## config.mk

```make
export PLATFORM = sky130hd
export DESIGN_NAME = sigmoid_scheduler
export DESIGN_NICKNAME = d
export VERILOG_FILES = /design/src/rtl/sigmoid_pkg.sv /design/src/rtl/sigmoid_scheduler_rr_priority_select.sv /design/src/rtl/sigmoid_scheduler.sv
export SDC_FILE = /design/constraint.sdc
export NUM_CORES = 1
export LEC_CHECK = 0
export CORE_MARGIN = 1
export CORE_UTILIZATION = 30
export DETAILED_ROUTE_END_ITERATION = 7
export SLEW_MARGIN = 20
export SYNTH_ARGS = -nofsm -noshare
export SYNTH_HDL_FRONTEND = slang
export SYNTH_SLANG_ARGS = --single-unit
```

## constraint.sdc

```tcl
create_clock -name clk -period 14 [get_ports clk]
set_input_delay 2.8 -clock clk [delete_from_list [all_inputs] [get_ports clk]]
set_output_delay 2.8 -clock clk [all_outputs]
set_load 0.03 [all_outputs]
```

## src/rtl/sigmoid_pkg.sv

```systemverilog
// Shared widths, fixed-point unity constants and scheduler state encoding
// for the output-layer sigmoid sharing logic.
package sigmoid_pkg;

  localparam int SIG_IN_W    = 32;
  localparam int SIG_OUT_W   = 16;
  localparam int SIG_ONE_IN  = 16777216;
  localparam int SIG_ONE_OUT = 4096;

  typedef enum logic [1:0] {
    IDLE,
    GRANT,
    LOOKUP,
    OUTPUT
  } sched_state_t;

endpackage

```

## src/rtl/sigmoid_scheduler_rr_priority_select.sv

```systemverilog
// Round-robin priority search: first set candidate at or above the pointer,
// wrapping from NUM_REQ-1 back to 0.
module rr_priority_select #(
  parameter  int NUM_REQ = 10,
  localparam int IDX_W   = (NUM_REQ > 1) ? $clog2(NUM_REQ) : 1
) (
  input  logic [NUM_REQ-1:0] cand_i,
  input  logic [IDX_W-1:0]   ptr_i,
  output logic               found_o,
  output logic [IDX_W-1:0]   winner_o
);

  localparam int unsigned NR = NUM_REQ;

  always_comb begin
    int unsigned idx;
    idx      = 0;
    found_o  = 1'b0;
    winner_o = '0;
    for (int unsigned k = 0; k < NR; k++) begin
      idx = int'(ptr_i) + k;
      if (idx >= NR) idx = idx - NR;
      if (!found_o && (idx < NR) && cand_i[idx[IDX_W-1:0]]) begin
        found_o  = 1'b1;
        winner_o = idx[IDX_W-1:0];
      end
    end
  end

endmodule

```

## src/rtl/sigmoid_scheduler.sv

```systemverilog
// Shares one external combinational sigmoid unit among NUM_REQ accumulators,
// serving each requester once per frame in round-robin order.
module sigmoid_scheduler
  import sigmoid_pkg::*;
#(
  parameter  int NUM_REQ = 10,
  parameter  int IN_W    = SIG_IN_W,
  parameter  int OUT_W   = SIG_OUT_W,
  localparam int IDX_W   = (NUM_REQ > 1) ? $clog2(NUM_REQ) : 1
) (
  input  logic                    clk,
  input  logic                    reset,
  input  logic                    start,
  input  logic [NUM_REQ-1:0]      req_valid,
  input  logic [NUM_REQ*IN_W-1:0] req_data,
  output logic [NUM_REQ-1:0]      req_ready,
  output logic [IN_W-1:0]         sig_in,
  input  logic [OUT_W-1:0]        sig_out,
  output logic                    res_valid,
  input  logic                    res_ready,
  output logic [OUT_W-1:0]        res_data,
  output logic [IDX_W-1:0]        res_idx,
  output logic                    busy,
  output logic                    frame_done
);

  sched_state_t       state_q, state_d;
  logic [NUM_REQ-1:0] served_q, served_d;
  logic [IDX_W-1:0]   ptr_q, ptr_d;
  logic [IN_W-1:0]    sig_in_q, sig_in_d;
  logic               res_valid_q, res_valid_d;
  logic [OUT_W-1:0]   res_data_q, res_data_d;
  logic [IDX_W-1:0]   res_idx_q, res_idx_d;
  logic               frame_done_q, frame_done_d;

  logic [NUM_REQ-1:0] cand;
  logic               found;
  logic [IDX_W-1:0]   winner;
  logic [IN_W-1:0]    operand [NUM_REQ];

  for (genvar g = 0; g < NUM_REQ; g++) begin : g_unpack
    assign operand[g] = req_data[g*IN_W +: IN_W];
  end

  assign cand = req_valid & ~served_q;

  rr_priority_select #(
    .NUM_REQ (NUM_REQ)
  ) u_select (
    .cand_i   (cand),
    .ptr_i    (ptr_q),
    .found_o  (found),
    .winner_o (winner)
  );

  always_comb begin
    state_d      = state_q;
    served_d     = served_q;
    ptr_d        = ptr_q;
    sig_in_d     = sig_in_q;
    res_valid_d  = res_valid_q;
    res_data_d   = res_data_q;
    res_idx_d    = res_idx_q;
    frame_done_d = 1'b0;
    req_ready    = '0;

    unique case (state_q)
      IDLE: begin
        if (start) begin
          served_d = '0;
          state_d  = GRANT;
        end
      end
      GRANT: begin
        if (found) begin
          req_ready        = NUM_REQ'(1) << winner;
          sig_in_d         = operand[winner];
          res_idx_d        = winner;
          served_d[winner] = 1'b1;
          ptr_d            = (winner == IDX_W'(NUM_REQ - 1)) ? '0 : winner + IDX_W'(1);
          state_d          = LOOKUP;
        end
      end
      LOOKUP: begin
        res_data_d  = sig_out;
        res_valid_d = 1'b1;
        state_d     = OUTPUT;
      end
      OUTPUT: begin
        if (res_ready) begin
          res_valid_d = 1'b0;
          // served_q already includes the requester being drained here
          if (&served_q) begin
            frame_done_d = 1'b1;
            state_d      = IDLE;
          end else begin
            state_d = GRANT;
          end
        end
      end
      default: state_d = IDLE;
    endcase
  end

  always_ff @(posedge clk) begin
    if (reset) begin
      state_q      <= IDLE;
      served_q     <= '0;
      ptr_q        <= '0;
      sig_in_q     <= '0;
      res_valid_q  <= 1'b0;
      res_data_q   <= '0;
      res_idx_q    <= '0;
      frame_done_q <= 1'b0;
    end else begin
      state_q      <= state_d;
      served_q     <= served_d;
      ptr_q        <= ptr_d;
      sig_in_q     <= sig_in_d;
      res_valid_q  <= res_valid_d;
      res_data_q   <= res_data_d;
      res_idx_q    <= res_idx_d;
      frame_done_q <= frame_done_d;
    end
  end

  assign sig_in     = sig_in_q;
  assign res_valid  = res_valid_q;
  assign res_data   = res_data_q;
  assign res_idx    = res_idx_q;
  assign busy       = (state_q != IDLE);
  assign frame_done = frame_done_q;

endmodule
```

Word level (Yosys, flattened, before mapping). Cells that the tools add are included.

Register bits after elaboration: 70. Input bits: 350. Output and inout port bits: 65. Word-level logic and storage cells: 183.

$add $sub $neg: 20. $lt $le $gt $ge: 33. Equal/unequal tests: 7. Shift-type cells: 1. Mux-type cells: 69. Bitwise logic cells: 6. Reduce and logical (&&, ||, !) cells: 39.

Operators with widths (count): 2-to-1 mux 32 bit (12); < comparator 32 x 4 -> 1 bit (second input constant) (10); >= comparator 32 x 4 -> 1 bit (second input constant) (9); subtractor 32 x 4 -> 32 bit (second input constant) (9); binary-select mux 32 bit (select 4 bit) (1); < comparator 4 x 5 -> 1 bit (second input constant) (11); 2-to-1 mux 4 bit (11); binary-select mux 1 bit (select 4 bit) (10); 2-to-1 mux 10 bit (4); 2-to-1 mux 1 bit (24); adder 4 x 3 -> 5 bit (second input constant) (4); logical AND 1 bit (20); case mux 10 bit (2 select lines) (1); adder 4 x 2 -> 5 bit (second input constant) (2); adder 4 x 4 -> 5 bit (second input constant) (2); AND 10 bit (1); NOT 10 bit (1); OR 10 bit (1); AND reduction 10 bit (1); left shift 1 x 4 -> 10 bit (first input constant) (1); logical NOT 1 bit (9); case mux 2 bit (4 select lines) (1); 2-to-1 mux 2 bit (3); != test 2 bit (second input constant) (3); other kinds (18) (24).

Logic depth before layout (Yosys ltp). Gate-level depths: netlist of run 1.

Word-level depth: 49. Mapped depth: 25. Mapped depth without buffers: 21.

Modules after synthesis. A second synthesis of run 1 with hierarchy kept.

Cells, all modules: 1065. Area total of the unflattened synthesis: 8592.0 um^2.

Modules (own cells, without submodules): sigmoid_scheduler (times used 1, cells an instance 600, area an instance 5261.3 um^2, seq. area each 1401.3 um^2); rr_priority_select (times used 1, cells an instance 465, area an instance 3330.7 um^2, seq. area each 0.0 um^2).

Least setup slack after synthesis of run 1. No wires, ideal clock.

Path kind: in2out. Start point: in req_valid[1]. End point: out req_ready[8]. Arrival: 6169 ps. Data required time: 11200 ps. Slack: 5031 ps. Stages on the path: 15. Path buffers: 4. Path through: or3b_1 > o21a_1 > mux4_2 > o32ai_2 > a22oi_2 > o21ai_2 > nor3b_1 > a211o_1 > buf_2 > o21ai_2 > buf_6 > buf_6 > buf_4 > nand2_2 > nor3_1.

Cells in the longest elaborated chain, start to end: 44. Elaborated cells between the ends (all ways): 72. Those cells by class: shift: 1; mux: 42; bitwise: 1; reduce/logical: 28.

RTL lines: start, declared (line sigmoid_scheduler.sv:14) `input logic [NUM_REQ-1:0] req_valid,`; AND 10 bit (*) (line sigmoid_scheduler.sv:45) `assign cand = req_valid & ~served_q;`; binary-select mux 1 bit (select 4 bit) (line sigmoid_scheduler_rr_priority_select.sv:23) `if (!found_o && (idx < NR) && cand_i[idx[IDX_W-1:0]]) begin`; 2-to-1 mux 1 bit (implied by the code) (line sigmoid_scheduler_rr_priority_select.sv:23); logical AND 1 bit (line sigmoid_scheduler_rr_priority_select.sv:23); 2-to-1 mux 1 bit (line sigmoid_scheduler_rr_priority_select.sv:23); logical NOT 1 bit (line sigmoid_scheduler_rr_priority_select.sv:23); logical AND 1 bit (2 in series) (line sigmoid_scheduler_rr_priority_select.sv:23); 2-to-1 mux 1 bit (line sigmoid_scheduler_rr_priority_select.sv:23); (+25 left out); logical AND 1 bit (2 in series) (line sigmoid_scheduler_rr_priority_select.sv:23); 2-to-1 mux 1 bit (line sigmoid_scheduler_rr_priority_select.sv:23); logical NOT 1 bit (line sigmoid_scheduler_rr_priority_select.sv:23); logical AND 1 bit (2 in series) (line sigmoid_scheduler_rr_priority_select.sv:23); 2-to-1 mux 4 bit (line sigmoid_scheduler_rr_priority_select.sv:23); left shift 1 x 4 -> 10 bit (line sigmoid_scheduler.sv:76) `req_ready = NUM_REQ'(1) << winner;`; 2-to-1 mux 10 bit (*) (line sigmoid_scheduler.sv:75) `if (found) begin`; 2-to-1 mux 10 bit (*) (line sigmoid_scheduler.sv:67) `unique case (state_q)`; end, declared (line sigmoid_scheduler.sv:16) `output logic [NUM_REQ-1:0] req_ready,`.

Mark *: on every way between the ends. The rest lies on a longest branch, timed or not. The select of a mux whose other input is x is not followed.

Final worst setup path of run 1.
Start point: in req_valid[2]. End point: out req_ready[8].

Same word-level chain as after synthesis.

==> metrics.md, run 1 <==
| Metric | Value |
|---|---|
| Status | finished, final reports clean |
| I/O pins | just over 400 |
| Unrepaired setup endpoints after global routing | false |
| #FFs+latches synth | 70 |
| Commonest cells post-synth | inv_1 (261), a21oi_1 (193), o211ai_1 (111), a2bb2oi_1 (97), clkbuf_1 (92) |
| Clock Latency Late Sink | ~0.36 ns |
| WP data arrival | a little over 9 ns |
| Pin count of the biggest net entering global routing | slightly above 100 |
| Routed WL per cell | 23.9 microns |
| Hold buffer count at cts | 0 |
| Cells after Synth | 1674 |
| Root Buffer | clkbuf_16 |
| Area of the core | between 30000 and 40000 sq um |
| Synthesized area per cell | roughly 7 sq um |
| Worst EP required | around 11 ns |
| Ratio of cells with drive above 1 in the final layout | 0.0671 |
| Fin crit period | about 12 ns |
| EDFF count, synth | 0 |
| Final cell area excluding filler cells | roughly 16000 sq um |
| Kind of critical path | in -> out |
| Dominant cell type by area after synthesis | dfxtp_1 |
| Post-synthesis sequential area ratio | 0.120 |
| Fin crit share | 0.862 |
| Achievable frequency | roughly 83 MHz |
| Slew @ Worst Pin | 1.17 ns |
| Placed Area | between 15000 and 20000 sq um |
| H-tree levels | 3 |
| DP Wirelength | 44.2 mm |
| Routed wire length | about 60 mm |
| Post-route ant nets | 0 |
| CTS tree | yes |
| Layout area overhead | 40.3% |
| Setup TNS Final | 0 ns |
| Router iterations before antenna repair | 6 |
| Final hold vios | 0 |
| Die area | 39800 sq um |
| Clock skew | approximately 0.014 ns |
| Max-Cap Viols | 0 |
| Crit end category | output port |
| Site Rows | between 70 and 80 |
| Synth unique cells | between 90 and 100 |
| Max Root-Sink Buffers | 2 |
| Clock sinks | 70 |
| Layout fillers | 3968 |
| DRC | 0 |
| Vias in the first global route | 14000 |
| Vias per inst | 5.92 |
| Slew Limit Fails | 0 |
| Post-Syn Nets | around 2100 |
| Slew margin rel. | 0.221 |
| Post-CTS Resized | 0 |
| Non-filler cells, final | 2483 |
| Initial Util | 0.308 |
| Antenna violations before repair | 10 |
| IO Port Bufs | around 410 |
| Final GP Congestion | about 1 |
| GRT Util Overall | 0.286 |
| Synth async-reset ratio | 0 |
| Placed insts | ~2500 |
| First-pass GRT wire length | approximately 86 mm |
| Total CTS buffers | 9 |
| Top cell type's share of synthesized area | 0.120 |
| Setup Fix Bufs, Post-CTS | 0 |
| CP Max Fanout | 70 |
| Largest cells by area after synthesis | dfxtp_1 (12%), inv_1 (8.4%), a21oi_1 (8.3%), a2bb2oi_1 (7.3%), o211ai_1 (7.1%) |
| Worst setup SP type | input port |
| Initial DRC Count | 1368 |
| Hold Path Class | reg -> reg |
| Final setup viols | 0 |
| Yosys Warn Count | 0 |
| Grt ovf | 0 |
| Leading cell type by number of instances after synthesis | inv_1 |
| Die X | about 200 microns |
| Synth Flop Type | dfxtp_1 |
| Vias | 14700 |
| Worst-path clk slew | roughly 0.060 ns |
| Die Ht | 200 microns |
| Netlist area before placement | around 12000 sq um |
| NumNets Final | approximately 2400 |
## worst max-delay path, cell delays in order
cell and delay (ns):
clkdlybuf4s50_1 0.45, and3b_1 0.18, a31oi_1 0.79, o21ai_0 0.25, a32oi_1 0.33, a221oi_2 0.16
a211oi_4 0.47, and3_4 0.58, buf_16 0.33, and2_2 0.23, nand2_2 0.41, nand2_2 1.00
nand2_2 0.23, nor3_1 0.27, clkdlybuf4s50_1 0.71
## sequential cells by signal, indices dropped and copies added (netlist names)
| signal | count |
|---|---|
| frame_done | 1 |
| ptr_q | 4 |
| res_data | 16 |
| res_idx | 4 |
| res_valid | 1 |
| served_q | 10 |
| sig_in | 32 |
| state_q | 2 |
## cell type report
| cell class | count | area (sq um) | area share |
|---|---|---|---|
| inverter | 263 | 987 | 0.0601 |
| multi-input combinational | 1182 | 8700 | 0.530 |
| tap | 511 | 639 | 0.0389 |
| clock inverter | 7 | 128 | 0.00777 |
| timing repair buffer | 435 | 4320 | 0.263 |
| sequential | 70 | 1400 | 0.0854 |
| clock buffer | 9 | 225 | 0.0137 |
| antenna | 6 | 15.0 | 0.000915 |
## worst paths after layout
check / slack, ns / endpoint / cells past startpoint / start
max: 1.93 / req_ready[8] / 15 / req_valid[2]
min: 0.46 / res_idx[2]$_SDFFE_PP0P_ / 2 / res_idx[2]$_SDFFE_PP0P_
max reg2reg: 5.89 / sig_in[26]$_SDFFE_PP0P_ / 20 / ptr_q[1]$_SDFFE_PP0P_
min reg2reg: 0.46 / res_idx[2]$_SDFFE_PP0P_ / 2 / res_idx[2]$_SDFFE_PP0P_
## through the flow
step                       util  hold WS (ns)  setup slack [ns]
after floorplan               -         0.438              5.03
after global placement    0.421         0.446              2.05
after detailed placement  0.421         0.450              1.94
after CTS                 0.431         0.462              1.93
after global routing      0.432         0.485              1.83
final                     0.432         0.463              1.93
## cells by family (layout without fill, tap and decap cells)
kind of cell / count (synthesis) / in the layout / share of synthesized area
mux: 73 / 73 / 0.0697
xor+xnor: 21 / 21 / 0.0189
flops: 70 / 70 / 0.120
fa+ha+maj: 40 / 40 / 0.0434
simple gates: 309 / 309 / 0.136
other cells: 0 / 6 / 0
buf+inv: 422 / 714 / 0.147
compound gates: 739 / 739 / 0.465
## placed cells by master (no fill, tap or decap), types with 5 or more instances in the layout
cell type / n
clkdlybuf4s50_1: 413
inv_1: 261
a21oi_1: 192
o211ai_1: 111
a2bb2oi_1: 97
nand2_1: 82
dfxtp_1: 69
o221ai_1: 67
nor2_1: 65
a32oi_1: 40
nand4_1: 39
ha_1: 39
mux2_2: 36
o21ai_0: 34
o2111ai_1: 33
o21bai_1: 33
mux2i_1: 32
buf_4: 20
nand3_1: 15
xnor2_1: 15
nor3_1: 15
or3_1: 12
a31oi_1: 12
nand2b_1: 11
o21a_1: 11
nor2b_1: 10
o31ai_1: 10
nand3b_1: 9
clkbuf_16: 9
and3_1: 7
and2_1: 7
a41oi_1: 7
diode_2: 6
nor3b_1: 6
a211oi_1: 6
a21o_1: 6
nand4b_1: 5
## layer usage
layer	part of all wire	up-vias	wire (microns)	GRT usage
met5	0.00082	-	49	0
met4	0.035	8	2080	0.108
met3	0.067	97	3980	0.0402
met2	0.49	719	29200	0.489
met1	0.41	7004	24100	0.361
li1	-	6865	-	-
Power of run 1 is not shown: default switching activity piles up to over one toggle a cycle in this logic, so the estimate is an artifact.
==> run 2: changes to the inputs <==
RECOVER_POWER = 100   (was default)
==> metrics.md, run 2 (synthesis gave the netlist of run 1 again) <==
| Metric | Value |
|---|---|
| Worst R2R Path Depth | 17 (-15%) |
| First-pass GRT wire length | 86.0 mm (unchanged) |
| Worst-path clk slew | 0.06 ns (about the same) |
| CP Max Fanout | 39 (-44%) |
| Setup Fix Bufs, Post-CTS | 0 (unchanged) |
| Routed wire length | 59.4 mm (about the same) |
| Grt ovf | 0 (unchanged) |
| Vias in the first global route | 14000 (unchanged) |
| Kind of critical path | in -> out |
| DR top layer | met5 |
| DP Wirelength | 44.2 mm (unchanged) |
| Status | finished with violations |
| WL met2 | 29.1 mm (about the same) |
| Routed WL per cell | 23.9 microns (about the same) |
| Clock Latency Late Sink | 0.36 ns (about the same) |
| Slew margin rel. | -1.49 (-1.71) |
| WP data arrival | 9.77 ns (+0.50 ns) |
| Commonest non-fill, non-tap cell in the layout | clkdlybuf4s50_1 |
| Layout fillers | 3974 (+0.15%) |
| Vias | 14800 (+0.45%) |
| Area of the core | 38000 sq um (unchanged) |
| Vias per inst | 5.94 (+0.37%) |
| Number of flip-flops under the largest register name | 32 (unchanged) |
| Unrepaired setup endpoints after global routing | false |
| Max Root-Sink Buffers | 2 (unchanged) |
| Initial DRC Count | 1542 (+13%) |
| Antenna violations before repair | 10 (unchanged) |
| Fin crit period | 12.57 ns (+0.492 ns) |
| Pin count of the biggest net entering global routing | 102 (unchanged) |
| Setup TNS Final | 0 ns (unchanged) |
| Root Buffer | clkbuf_16 |
| Clock sinks | 70 (unchanged) |
| Hold buffer count at cts | 0 (unchanged) |
| Worst EP required | 11.20 ns (about the same) |
| Clock skew | 0.0112 ns (-0.00238 ns) |
| Hold Path Class | reg -> reg |
| Worst setup SP type | input port |
| Slew @ Worst Pin | 3.74 ns (+2.57 ns) |
| Final hold vios | 0 (unchanged) |
| Total CTS buffers | 9 (unchanged) |
| Die Ht | 200 microns (unchanged) |
| WHS Path Cells | 2 (unchanged) |
| I/O pins | 415 (unchanged) |
| Initial Util | 0.308 (unchanged) |
| IO Port Bufs | 414 (unchanged) |
| Site Rows | 71 (unchanged) |
| DRC | 0 (unchanged) |
| Wl on met1 | 24.5 mm (+1.5%) |
| Final GP Congestion | 0.993 (unchanged) |
| CTS tree | yes |
| Die X | 200 microns (unchanged) |
| Achievable frequency | 79.6 MHz (-3.9%) |
| Most frequent cells in the layout | clkdlybuf4s50_1 (346), inv_1 (261), a21oi_1 (193) |
| Slew Limit Fails | 176 (+176) |
| Fin crit share | 0.898 (+0.0351) |
| NumNets Final | 2351 (unchanged) |
| Max-Cap Viols | 3 (+3) |
| Post-route ant nets | 0 (unchanged) |
| WL met3 | 3.67 mm (-7.7%) |
| Layout area overhead | 39.8% |
| Ratio of cells with drive above 1 in the final layout | 0.0621 (-0.00509) |
| H-tree levels | 3 (unchanged) |
| GRT Util Overall | 0.286 (unchanged) |
| Crit end category | output port |
| Post-CTS Resized | 0 (unchanged) |
| Die area | 39800 sq um (unchanged) |
| Final setup viols | 0 (unchanged) |
| Failing checks | max-capacitance violations, max-slew violations |
| Router iterations before antenna repair | 7 (+1) |
run 2: path summary, 6_finish.rpt:
check                     startpoint                      end  slack (ns)
max                     req_valid[2]             req_ready[3]        1.43
min          res_idx[2]$_SDFFE_PP0P_  res_idx[2]$_SDFFE_PP0P_        0.46
max reg2reg    ptr_q[1]$_SDFFE_PP0P_  sig_in[17]$_SDFFE_PP0P_        3.58
min reg2reg  res_idx[2]$_SDFFE_PP0P_  res_idx[2]$_SDFFE_PP0P_        0.46
run 2: final cells by class:
| class | instances | area, sq um | area share |
|---|---|---|---|
| repair buffers | 435 | 4310 | 0.263 |
| clock buffers | 9 | 225 | 0.0138 |
| inverters | 263 | 987 | 0.0603 |
| well taps | 511 | 639 | 0.0391 |
| flip-flops and latches | 70 | 1400 | 0.0857 |
| diodes | 8 | 20.0 | 0.00122 |
| clock inverters | 7 | 128 | 0.00780 |
| multi-input cells | 1182 | 8660 | 0.529 |
run 2: critical path, stage by stage:
cell and delay [ns]:
dlygate4sd3_1 0.58, and3b_1 0.18, a31oi_1 0.75, mux4_2 0.41
o32ai_1 0.10, a22oi_1 0.53, o21ai_0 0.57, or3_1 0.64
o22ai_4 0.79, nand2_2 0.88, nor2_1 0.42, ha_1 0.19
and3_1 0.13, dlygate4sd3_1 0.76
run 2: per-stage QoR:
| stage | hold WS (ns) | instance area, sq um | cells | setup slack [ns] | util |
|---|---|---|---|---|---|
| floorplan | 0.438 | 11700 | 1674 | 5.03 | - |
| global placement | 0.446 | 16000 | 2460 | 2.05 | 0.421 |
| detailed placement | 0.450 | 16000 | 2460 | 1.94 | 0.421 |
| CTS | 0.462 | 16400 | 2476 | 1.93 | 0.431 |
| global route | 0.482 | 16400 | 2481 | 1.09 | 0.430 |
| finish | 0.459 | 16400 | 2485 | 1.43 | 0.431 |
run 2: routing by layer:
layer	global-route usage	vias to the layer above
met4	0.108	8
met2	0.489	701
met1	0.361	7077
met3	0.0402	98
met5	0	-
li1	-	6875
Power of run 2 is left out for the same reason.
